### config.mk
export PLATFORM = sky130hd
export DESIGN_NAME = serial_paralelo_rx_flat
export DESIGN_NICKNAME = d
export VERILOG_FILES = /design/src/rtl/serial_paralelo_rx_if.sv /design/src/rtl/serial_paralelo_rx.sv /design/src/flat_wrapper.sv
export SDC_FILE = /design/constraint.sdc
export NUM_CORES = 1
export LEC_CHECK = 0
export ABC_AREA = 0
export CORE_MARGIN = 4
export CORE_UTILIZATION = 57
export DETAILED_ROUTE_END_ITERATION = 8
export GPL_ROUTABILITY_DRIVEN = 0
export GPL_TIMING_DRIVEN = 1
export HOLD_SLACK_MARGIN = 0.03
export PLACE_DENSITY_LB_ADDON = 0.05
export SKIP_LAST_GASP = 1
export SLEW_MARGIN = 30
export SYNTH_ARGS = -nofsm -noshare
export SYNTH_HDL_FRONTEND = slang
export SYNTH_SLANG_ARGS = --single-unit
### constraint.sdc
create_clock -name clk32_f -period 3.9 [get_ports clk32_f]
set_input_delay 0.78 -clock clk32_f [delete_from_list [all_inputs] [get_ports clk32_f]]
set_output_delay 0.78 -clock clk32_f [all_outputs]
set_load 0.03 [all_outputs]
### src/rtl/serial_paralelo_rx_if.sv
// Serial receiver bus: one serial bit in, recovered bytes and link status out.
interface serial_paralelo_rx_if;
   logic       data_in;
   logic [7:0] data_out;
   logic       valid_out;
   logic       active;
   logic       aligned;

   // Source of the serial stream and consumer of the recovered bytes.
   modport master (
      output data_in,
      input  data_out,
      input  valid_out,
      input  active,
      input  aligned
   );

   // The receiver itself.
   modport slave (
      input  data_in,
      output data_out,
      output valid_out,
      output active,
      output aligned
   );
endinterface

### src/rtl/serial_paralelo_rx.sv
// Serial-to-parallel receiver. Hunts bit by bit for the comma symbol, then
// counts aligned commas until lock. Once locked it emits every non-comma byte
// with a one-cycle strobe. Everything runs in the serial bit clock domain.
module serial_paralelo_rx #(
   parameter logic [7:0]  COMMA   = 8'hBC,
   parameter int unsigned BC_LOCK = 4
) (
   input  logic                 clk32_f,
   input  logic                 reset,
   serial_paralelo_rx_if.slave  bus
);

   typedef enum logic [1:0] {
      ST_HUNT   = 2'd0,
      ST_SYNC   = 2'd1,
      ST_ACTIVE = 2'd2
   } state_t;

   localparam logic [3:0] LP_LOCK = 4'(BC_LOCK);

   state_t     r_state;
   logic [7:0] r_sr;
   logic [2:0] r_bit_cnt;
   logic [3:0] r_bc_cnt;
   logic [7:0] r_data_out;
   logic       r_valid_out;

   state_t     w_state_nxt;
   logic [2:0] w_bit_cnt_nxt;
   logic [3:0] w_bc_cnt_nxt;
   logic [7:0] w_data_nxt;
   logic       w_valid_nxt;
   logic [7:0] w_nxt;
   logic       w_is_comma;
   logic       w_byte_done;

   // Byte as it will look once the current bit is shifted in.
   assign w_nxt       = {r_sr[6:0], bus.data_in};
   assign w_is_comma  = (w_nxt == COMMA);
   assign w_byte_done = (r_bit_cnt == 3'd7);

   // Next-state, counters and byte output decode.
   always_comb begin
      w_state_nxt   = r_state;
      w_bit_cnt_nxt = r_bit_cnt + 3'd1;
      w_bc_cnt_nxt  = r_bc_cnt;
      w_data_nxt    = r_data_out;
      w_valid_nxt   = 1'b0;
      case (r_state)
         ST_HUNT: begin
            // Sliding search: any bit position may start a comma.
            w_bit_cnt_nxt = 3'd0;
            if (w_is_comma) begin
               w_bc_cnt_nxt = 4'd1;
               w_state_nxt  = (LP_LOCK == 4'd1) ? ST_ACTIVE : ST_SYNC;
            end
         end
         ST_SYNC: begin
            if (w_byte_done) begin
               if (w_is_comma) begin
                  w_bc_cnt_nxt = r_bc_cnt + 4'd1;
                  if ((r_bc_cnt + 4'd1) == LP_LOCK) begin
                     w_state_nxt = ST_ACTIVE;
                  end
               end else begin
                  // Alignment was wrong or the link dropped: search again.
                  w_bc_cnt_nxt  = 4'd0;
                  w_bit_cnt_nxt = 3'd0;
                  w_state_nxt   = ST_HUNT;
               end
            end
         end
         ST_ACTIVE: begin
            // Lock is sticky; commas are just idle fill.
            if (w_byte_done && !w_is_comma) begin
               w_data_nxt  = w_nxt;
               w_valid_nxt = 1'b1;
            end
         end
         default: begin
            w_state_nxt   = ST_HUNT;
            w_bit_cnt_nxt = 3'd0;
            w_bc_cnt_nxt  = 4'd0;
         end
      endcase
   end

   // State, shift register and registered outputs; reset drops any partial byte.
   always_ff @(posedge clk32_f) begin
      if (!reset) begin
         r_state     <= ST_HUNT;
         r_sr        <= 8'h00;
         r_bit_cnt   <= 3'd0;
         r_bc_cnt    <= 4'd0;
         r_data_out  <= 8'h00;
         r_valid_out <= 1'b0;
      end else begin
         r_state     <= w_state_nxt;
         r_sr        <= w_nxt;
         r_bit_cnt   <= w_bit_cnt_nxt;
         r_bc_cnt    <= w_bc_cnt_nxt;
         r_data_out  <= w_data_nxt;
         r_valid_out <= w_valid_nxt;
      end
   end

   assign bus.data_out  = r_data_out;
   assign bus.valid_out = r_valid_out;
   assign bus.active    = (r_state == ST_ACTIVE);
   assign bus.aligned   = (r_state != ST_HUNT);

endmodule
### src/flat_wrapper.sv
// flat-port wrapper written by rule: the top's interface ports become plain ports
module serial_paralelo_rx_flat 
#(
   parameter logic [7:0]  COMMA   = 8'hBC,
   parameter int unsigned BC_LOCK = 4
)
  (clk32_f, reset, bus_data_in, bus_data_out, bus_valid_out, bus_active, bus_aligned);
  serial_paralelo_rx_if bus_i ();
  input  logic clk32_f;
  input  logic reset;
  input wire logic [$bits(bus_i.data_in)-1:0] bus_data_in;
  output wire logic [$bits(bus_i.data_out)-1:0] bus_data_out;
  output wire logic [$bits(bus_i.valid_out)-1:0] bus_valid_out;
  output wire logic [$bits(bus_i.active)-1:0] bus_active;
  output wire logic [$bits(bus_i.aligned)-1:0] bus_aligned;
  assign bus_i.data_in = bus_data_in;
  assign bus_data_out = bus_i.data_out;
  assign bus_valid_out = bus_i.valid_out;
  assign bus_active = bus_i.active;
  assign bus_aligned = bus_i.aligned;
  serial_paralelo_rx #(.COMMA(COMMA), .BC_LOCK(BC_LOCK)) u_core (.clk32_f(clk32_f), .reset(reset), .bus(bus_i));
endmodule
-- Word level (Yosys, flattened, before mapping)
Cells that the tools add are included.
- flip-flop bits (word level): 25
- output and inout bits: 11
- word-level logic and storage cells: 38
- add/sub/neg operators: 2
- eq/ne operators: 8
- multiplexer cells: 13
- bitwise operators: 1
- reductions and logical operators: 8
- operators by type and width (kind ; count):
    two-way mux 4 bit ; 3
    one-hot mux 4 bit (3 select lines) ; 1
    equality test 8 bit (second input constant) ; 1
    two-way mux 2 bit ; 4
    two-way mux 3 bit ; 2
    one-hot mux 2 bit (3 select lines) ; 1
    one-hot mux 3 bit (2 select lines) ; 1
    adder 4 x 1 -> 4 bit (second input constant) ; 1
    equality test 4 x 3 -> 1 bit (second input constant) ; 1
    inequality test 2 x 1 -> 1 bit (second input constant) ; 2
    AND reduction 2 bit ; 2
    AND reduction 4 bit ; 1
    adder 3 x 1 -> 3 bit (second input constant) ; 1
    equality test 3 bit (second input constant) ; 1
    inequality test 3 bit (second input constant) ; 1
    AND reduction 3 bit ; 1
    equality test 2 x 1 -> 1 bit (second input constant) ; 1
    equality test 2 bit (second input constant) ; 1
    logical NOT 2 bit ; 1
    nonzero test 2 bit ; 1
    logical AND 1 bit ; 1
    logical NOT 1 bit ; 1
    two-way mux 1 bit ; 1
    NOT 1 bit ; 1

-- Logic depth before layout (Yosys ltp)
Gate-level depths: netlist of the first run.
- word-level depth: 6
- mapped depth: 7

-- Worst setup path before layout of the first run
No wires, ideal clock.
- path type: input to register
- start: input bus_data_in
- end: register u_core.r_state[0]
- library setup time: 72 ps
- arrival time: 1593 ps
- data required time: 3828 ps
- setup slack: 2235 ps
- stages: 4
- cell sequence: and4bb_4 nand3_2 o221ai_2 mux2i_1
- cells in the longest elaborated chain, start to end: 4
- elaborated cells between the ends (all ways): 7
- those cells by class: eq/ne: 3; mux: 3; reduce/logical: 1
- RTL lines (element ; RTL line ; text):
    start, declared ; flat_wrapper.sv:11 ; input wire logic [$bits(bus_i.data_in)-1:0] bus_data_in;
    equality test 8 bit * ; serial_paralelo_rx.sv:39 ; assign w_is_comma = (w_nxt == COMMA);
    two-way mux 2 bit ; serial_paralelo_rx.sv:60 ; if (w_is_comma) begin
    two-way mux 2 bit ; serial_paralelo_rx.sv:59 ; if (w_byte_done) begin
    one-hot mux 2 bit (3 select lines) ; serial_paralelo_rx.sv:49 ; case (r_state)
    end signal, assigned ; serial_paralelo_rx.sv:98 ; r_state <= w_state_nxt;
    end, declared ; serial_paralelo_rx.sv:21 ; state_t r_state;
Every way passes the cells marked *; elsewhere a longest branch is shown, timed or not. The select of a mux whose other input is x is not followed.
A chain may end at the register's enable or synchronous reset.

-- Worst setup path after layout of the first run
- start: register u_core.r_state[0]
- end: output bus_aligned
- cells in the longest elaborated chain, start to end: 1
- RTL lines (element ; RTL line ; text):
    nonzero test 2 bit ; serial_paralelo_rx.sv:110 ; assign bus.aligned = (r_state != ST_HUNT);
    end, declared ; flat_wrapper.sv:15 ; output wire logic [$bits(bus_i.aligned)-1:0] bus_aligned;
No other way between the ends.

==> summary.txt, run 1 <==
Status
  • Status: finished clean

Setup path
  • Kind of start point of the critical path: register
  • Kind of end point of the critical path: primary output
  • Required time at the endpoint of the critical path: 3.12 ns
  • Startpoint-to-endpoint class of the critical path: register to primary output
  • Beginning of the worst register-to-register path: u_core.r_state[0]
  • CP max FO: 4
  • Launching element of the worst setup path: u_core.r_state[0]
  • Register-to-register setup slack: approximately 2.3 ns
  • Data arrival time at the worst-slack endpoint: ~1.8 ns

Run
  • Max-Cap Viols: 0

Power
  • Total power draw: 423.9 uW
  • Static power due to leakage: ~0.00051 uW
  • Total power divided by cell area: around 320 nW/um2
  • Maximum resistive drop on vdd: 0.3828 mV

Clock tree
  • Clock slew seen by the registers of the worst setup and hold paths: between 0.1 and 0.15 ns
  • CTS buffer count: 3
  • H-tree depth: 1
  • Source-to-sink clock delay at the later pin of the worst-skew pair: about 0.32 ns
  • Largest buffer count on any clock path: 2
  • Clock tree sinks: 25
  • Clock tree from TritonCTS: done
  • # resized after CTS: 0
  • Number of hold buffers added after cts: 0
  • CTS root buf: clkbuf_4
  • # Post-CTS Setup Buffers: 0

Global routing
  • GR Util All Layers: 18.18%
  • Maximum number of pins on one net before global-route repair: 16
  • Sum of overflow across all layers after global routing: 0
  • Via count of the first global-routing pass: approximately 840
  • First-pass GRT wire length: 3746 um
  • Initial antenna violation count: 0

Logic synthesis
  • Part of the Yosys area used for sequential elements: between 40 and 50%
  • Cell area after technology mapping: 1134 um2
  • Share of the synthesized area in compound gates (AO/OA/AOI/OAI): between 10% and 20%
  • Number of library cell types mapped by synthesis: 38
  • Fraction of registers with async set or reset after synthesis: 0%
  • Number of enable flip-flop cells after synthesis: 0
  • Proportion of synthesized area in mux cells: 7.064%
  • Synthesized area divided by synthesized cell count: 10.50 um2
  • Post-synthesis share of cell area spent on full adders, half adders and majority gates: just under 8%
  • Number of standard cells after synthesis: ~110
  • Post-synth net total: approximately 120
  • Yosys warning total: 0
  • Combinational family with the most area after synthesis: simple AND/OR/NAND/NOR gates
  • Synth Area in XOR/XNOR: 0%
  • Number of register bits inferred by synthesis: 25
  • Simple logic cell fraction of the synthesized area: about a fifth
  • Top FF cell, synth: dfxtp_1

Drt
  • Remaining DRCs: 0
  • Routed wire per std cell: 14.17 um
  • Vias after detailed routing: 820
  • Routed wire length: about 2100 um
  • Iter 0 DRT Violations: 7
  • Final ANT Viol Nets: 0
  • Per-cell via count in the routed design: about 5.6
  • Drt pass-1 iters: 3

Floorplanning
  • Die X-Extent: roughly 53 um
  • Die area: roughly 2800 um2
  • Area of the core: ~1800 um2
  • Number of cell rows: 15
  • Io pins: 14
  • Die H: 52.60 um
  • Starting Density: between 60% and 70%

STA
  • Upper clock frequency limit: approximately 380 MHz
  • Total of endpoints with negative setup slack in the final report: 0
  • Post-layout minimum cycle time: approximately 2.6 ns
  • Max Transition Viols Final: 0
  • Post-route fraction of the period consumed by the critical path: 66.79%
  • Total negative slack: 0 ns
  • Final critical-path setup slack: around 1.3 ns
  • Clock skew: 0.01391 ns
  • Actual slew at the worst max-slew pin: between 0.4 and 0.5 ns
  • Number of hold violations in the final report: 0
  • Hold Worst Slack: between 0.4 and 0.5 ns
  • Setup repair after global routing missed its margin: no
  • Worst max-slew margin expressed relative to the limit: a little over two thirds

Place
  • Post-DP HPWL: between 1500 and 2000 um
  • IO Port Bufs: 13
  • Worst slack, placed: 1.601 ns

Cells and area
  • Layout area overhead: 15.34%
  • Nets@finish: between 100 and 150
  • Share of layout cells above drive strength 1: between 10% and 20%
  • Number of antenna repair diodes: 0

Hold path
  • Path category of the worst min-delay check: register to register
  • HP Start: u_core.r_bit_cnt[0]
## critical path, cell delays in order (launching register included)
cell             delay, ns
dfxtp_1               0.38
inv_1                 0.07
ha_1                  0.21
inv_1                 0.16
clkdlybuf4s50_1       0.71
## layer usage
| metal | vias to the layer above | global-route usage, % | part of all wire (%) |
|---|---|---|---|
| met2 | 12 | 30.58 | 48 |
| met5 | - | 0 | 0 |
| met3 | 2 | 3.704 | 1.6 |
| li1 | 420 | - | - |
| met1 | 386 | 23.14 | 50 |
| met4 | 0 | 5.532 | 0.82 |
## metrics by stage
stage                     util (%)  std cells  instance area, um2
after detailed placement     70.90        143                1277
after global placement       70.90        143                1277
after floorplan                  -        108                1134
final                        72.57        147                1308
after global routing         72.57        147                1308
after CTS                    72.57        147                1308
## Yosys cell counts (all sizes together), types with 2 or more instances
cell,count,area (um2)
o31ai,3,27.52
inv,7,26.28
nand2,4,15.01
a211oi,2,15.01
a21oi,6,48.80
nand4,3,18.77
nand3b,2,15.01
and2,7,45.05
dfxtp,25,500.5
mux2i,8,80.08
nor4,2,12.51
nor2,9,33.78
ha,7,87.58
nand4bb,2,22.52
nor2b,2,12.51
## placed cells by master (no fill, tap or decap), types with 3 or more instances in the layout
master / n
dfxtp_1: 25
clkdlybuf4s50_1: 13
nor2_1: 9
mux2i_1: 8
inv_1: 7
ha_1: 7
and2_1: 6
nand2_1: 4
nand4_1: 3
a21oi_1: 3
clkbuf_4: 3
## sequential cells by signal, indices dropped and copies added, names as in the netlist
signal,cells
u_core.r_sr,7
u_core.bus.valid_out,1
u_core.r_bc_cnt,4
u_core.r_state,2
u_core.bus.data_out,8
u_core.r_bit_cnt,3
## worst paths after layout
| check | to | cells after the start |
|---|---|---|
| worst min-delay path | u_core.r_bit_cnt[0] | 1 |
| worst max register to register | u_core.bus.data_out[7] | 6 |
| worst max-delay path | bus_aligned | 4 |
| worst min register to register | u_core.r_bit_cnt[0] | 1 |
## layout make-up
cell class	instances	area, um2
multi-input combinational	73	589.3
tap	25	31.28
clock inverter	1	7.507
fill	146	494.2
sequential	25	500.5
timing repair buffer	13	130.1
clock buffer	3	22.52
inverter	7	26.28
## cell families (layout without fill, tap and decap cells)
| logic type | count (synthesis) | count (layout) |
|---|---|---|
| AO/OA/AOI/OAI | 20 | 20 |
| buffers and inverters | 10 | 24 |
| adder cells (fa/ha/maj) | 7 | 7 |
| multiplexers | 8 | 8 |
| AND/OR/NAND/NOR | 38 | 38 |
| flip-flops | 25 | 25 |
## where the power goes
group,leakage [uW],internal [uW],switching (uW)
Combinational,0.000289,15.7,26.4
Clock,0.0000139,39.0,78.2
Sequential,0.000202,260,4.71
(Power assumes the default switching activity.)
==> inputs of run 2 (changes only) <==
--- a/config.mk
+++ b/config.mk
@@ -7,7 +7,7 @@
 export LEC_CHECK = 0
 export ABC_AREA = 0
 export CORE_MARGIN = 4
-export CORE_UTILIZATION = 57
+export CORE_UTILIZATION = 53
 export DETAILED_ROUTE_END_ITERATION = 8
 export GPL_ROUTABILITY_DRIVEN = 0
 export GPL_TIMING_DRIVEN = 1
==> constraint.sdc (replaced) <==
create_clock -name clk32_f -period 2.45 [get_ports clk32_f]
set_input_delay 0.49 -clock clk32_f [delete_from_list [all_inputs] [get_ports clk32_f]]
set_output_delay 0.49 -clock clk32_f [all_outputs]
set_load 0.03 [all_outputs]
==> summary.txt, run 2 (same netlist as run 1, synthesis figures left out) <==
Cells and area
  • Max reg flops: 8
  • Nets@finish: about 130
  • Register area: about 500 um2
  • Area taken by multi-input logic gates: slightly below 600 um2
  • Leading cell type in the layout, fill and taps excluded: dfxtp_1
  • Number of antenna repair diodes: 0
  • Number of fillers in the final layout: ~170
  • Layout area overhead: 16.00%
  • Share of layout cells above drive strength 1: ~11%
  • Most frequent cells in the layout: 25 x dfxtp_1, 13 x clkdlybuf4s50_1, 9 x nor2_1

Setup path
  • Startpoint-to-endpoint class of the critical path: register to primary output
  • Kind of start point of the critical path: register
  • Kind of end point of the critical path: primary output
  • Required time at the endpoint of the critical path: 1.96 ns
  • CP max FO: 4
  • Data arrival time at the worst-slack endpoint: between 1.5 and 2 ns

Place
  • IO Port Bufs: 13
  • Worst slack, placed: approximately 0.45 ns
  • Post-DP HPWL: around 1600 um

STA
  • Clock skew: between 0.0015 and 0.002 ns
  • Setup repair after global routing missed its margin: no
  • Number of hold violations in the final report: 0
  • Post-route fraction of the period consumed by the critical path: between 90% and 100%
  • Max Transition Viols Final: 0
  • Actual slew at the worst max-slew pin: 0.4082 ns
  • Final critical-path setup slack: around 0.14 ns
  • Total negative slack: 0 ns
  • Total of endpoints with negative setup slack in the final report: 0
  • Worst max-slew margin expressed relative to the limit: between 70% and 80%
  • Post-layout minimum cycle time: 2.305 ns
  • Upper clock frequency limit: between 400 and 500 MHz

Floorplanning
  • Area of the core: 2002 um2
  • Io pins: 14
  • Starting Density: between 50% and 60%
  • Die H: ~54 um
  • Die X-Extent: ~54 um
  • Number of cell rows: 16
  • Die area: roughly 2900 um2

Clock tree
  • CTS buffer count: 3
  • # Post-CTS Setup Buffers: 0
  • Clock tree from TritonCTS: done
  • Number of hold buffers added after cts: 0
  • CTS root buf: clkbuf_4
  • # resized after CTS: 0
  • Largest buffer count on any clock path: 2
  • Clock slew seen by the registers of the worst setup and hold paths: between 0.1 and 0.15 ns
  • H-tree depth: 1
  • Clock tree sinks: 25
  • Source-to-sink clock delay at the later pin of the worst-skew pair: approximately 0.31 ns

Global routing
  • First-pass GRT wire length: roughly 3700 um
  • Via count of the first global-routing pass: about 870
  • Sum of overflow across all layers after global routing: 0
  • Initial antenna violation count: 0
  • GR Util All Layers: between 10% and 20%
  • Maximum number of pins on one net before global-route repair: 15

Drt
  • Routed wire length: approximately 2200 um
  • Per-cell via count in the routed design: about 5.7
  • Final ANT Viol Nets: 0
  • Iter 0 DRT Violations: 17
  • Vias after detailed routing: between 800 and 900
  • Routed wire per std cell: 14.39 um
  • Drt pass-1 iters: 4
  • Remaining DRCs: 0

Status
  • Status: finished clean

Power
  • Total power divided by cell area: 507.2 nW/um2
  • Maximum resistive drop on vdd: approximately 0.35 mV
  • Static power due to leakage: roughly 0.00051 uW

Hold path
  • Path category of the worst min-delay check: register to register

Run
  • Max-Cap Viols: 0
-- run 2: cell types whose count changed in the layout (fill, tap and decap cells not counted) --
| cell | before | now |
|---|---|---|
| buf_4 | 0 | 1 |
| clkinv_2 | 0 | 1 |
| clkinvlp_4 | 1 | 0 |
-- run 2: worst max-delay path: stages, from the launching register on --
cell	delay, ns
dfxtp_1	0.38
inv_1	0.07
ha_1	0.20
inv_1	0.16
clkdlybuf4s50_1	0.70
-- run 2: routing by layer --
metal	global-route usage (%)	up-vias	part of all wire, %
li1	-	423	-
met1	21.47	409	46
met2	27.69	18	49
met3	4.087	6	4.0
met4	8.299	0	1.3
met5	0	-	0
-- run 2: per-stage QoR --
stage	instances	hold slack (ns)	util (%)	power, uW	cell area, um2
after CTS	150	0.4390	65.69	677.2	1315
final	150	0.4312	65.69	666.9	1315
after detailed placement	146	0.4212	64.31	498.2	1287
after global routing	150	0.4568	65.69	703.1	1315
after floorplan	108	0.4002	-	477.0	1134
after global placement	146	0.4164	64.31	496.6	1287
-- run 2: power breakdown --
| part | switching [uW] | internal [uW] |
|---|---|---|
| clock network | 117 | 61.0 |
| logic | 42.1 | 26.2 |
| registers | 7.44 | 413 |
| total | 166 | 501 |
-- run 2: cell type report --
type                       instances  share of cell area (%)
tap                               27                   2.569
multi-input combinational         73                   44.81
timing repair buffer              14                   10.47
sequential                        25                   38.06
clock inverter                     1                  0.3806
clock buffer                       3                   1.713
inverter                           7                   1.998
-- run 2: path summary, 6_finish.rpt --
kind,slack (ns),depth (start not counted),end,from
setup reg to reg,0.85,6,u_core.bus.data_out[6],u_core.r_state[0]
setup / recovery,0.14,4,bus_aligned,u_core.r_state[0]
hold reg to reg,0.43,1,u_core.r_bit_cnt[0],u_core.r_bit_cnt[0]
hold / removal,0.43,1,u_core.r_bit_cnt[0],u_core.r_bit_cnt[0]
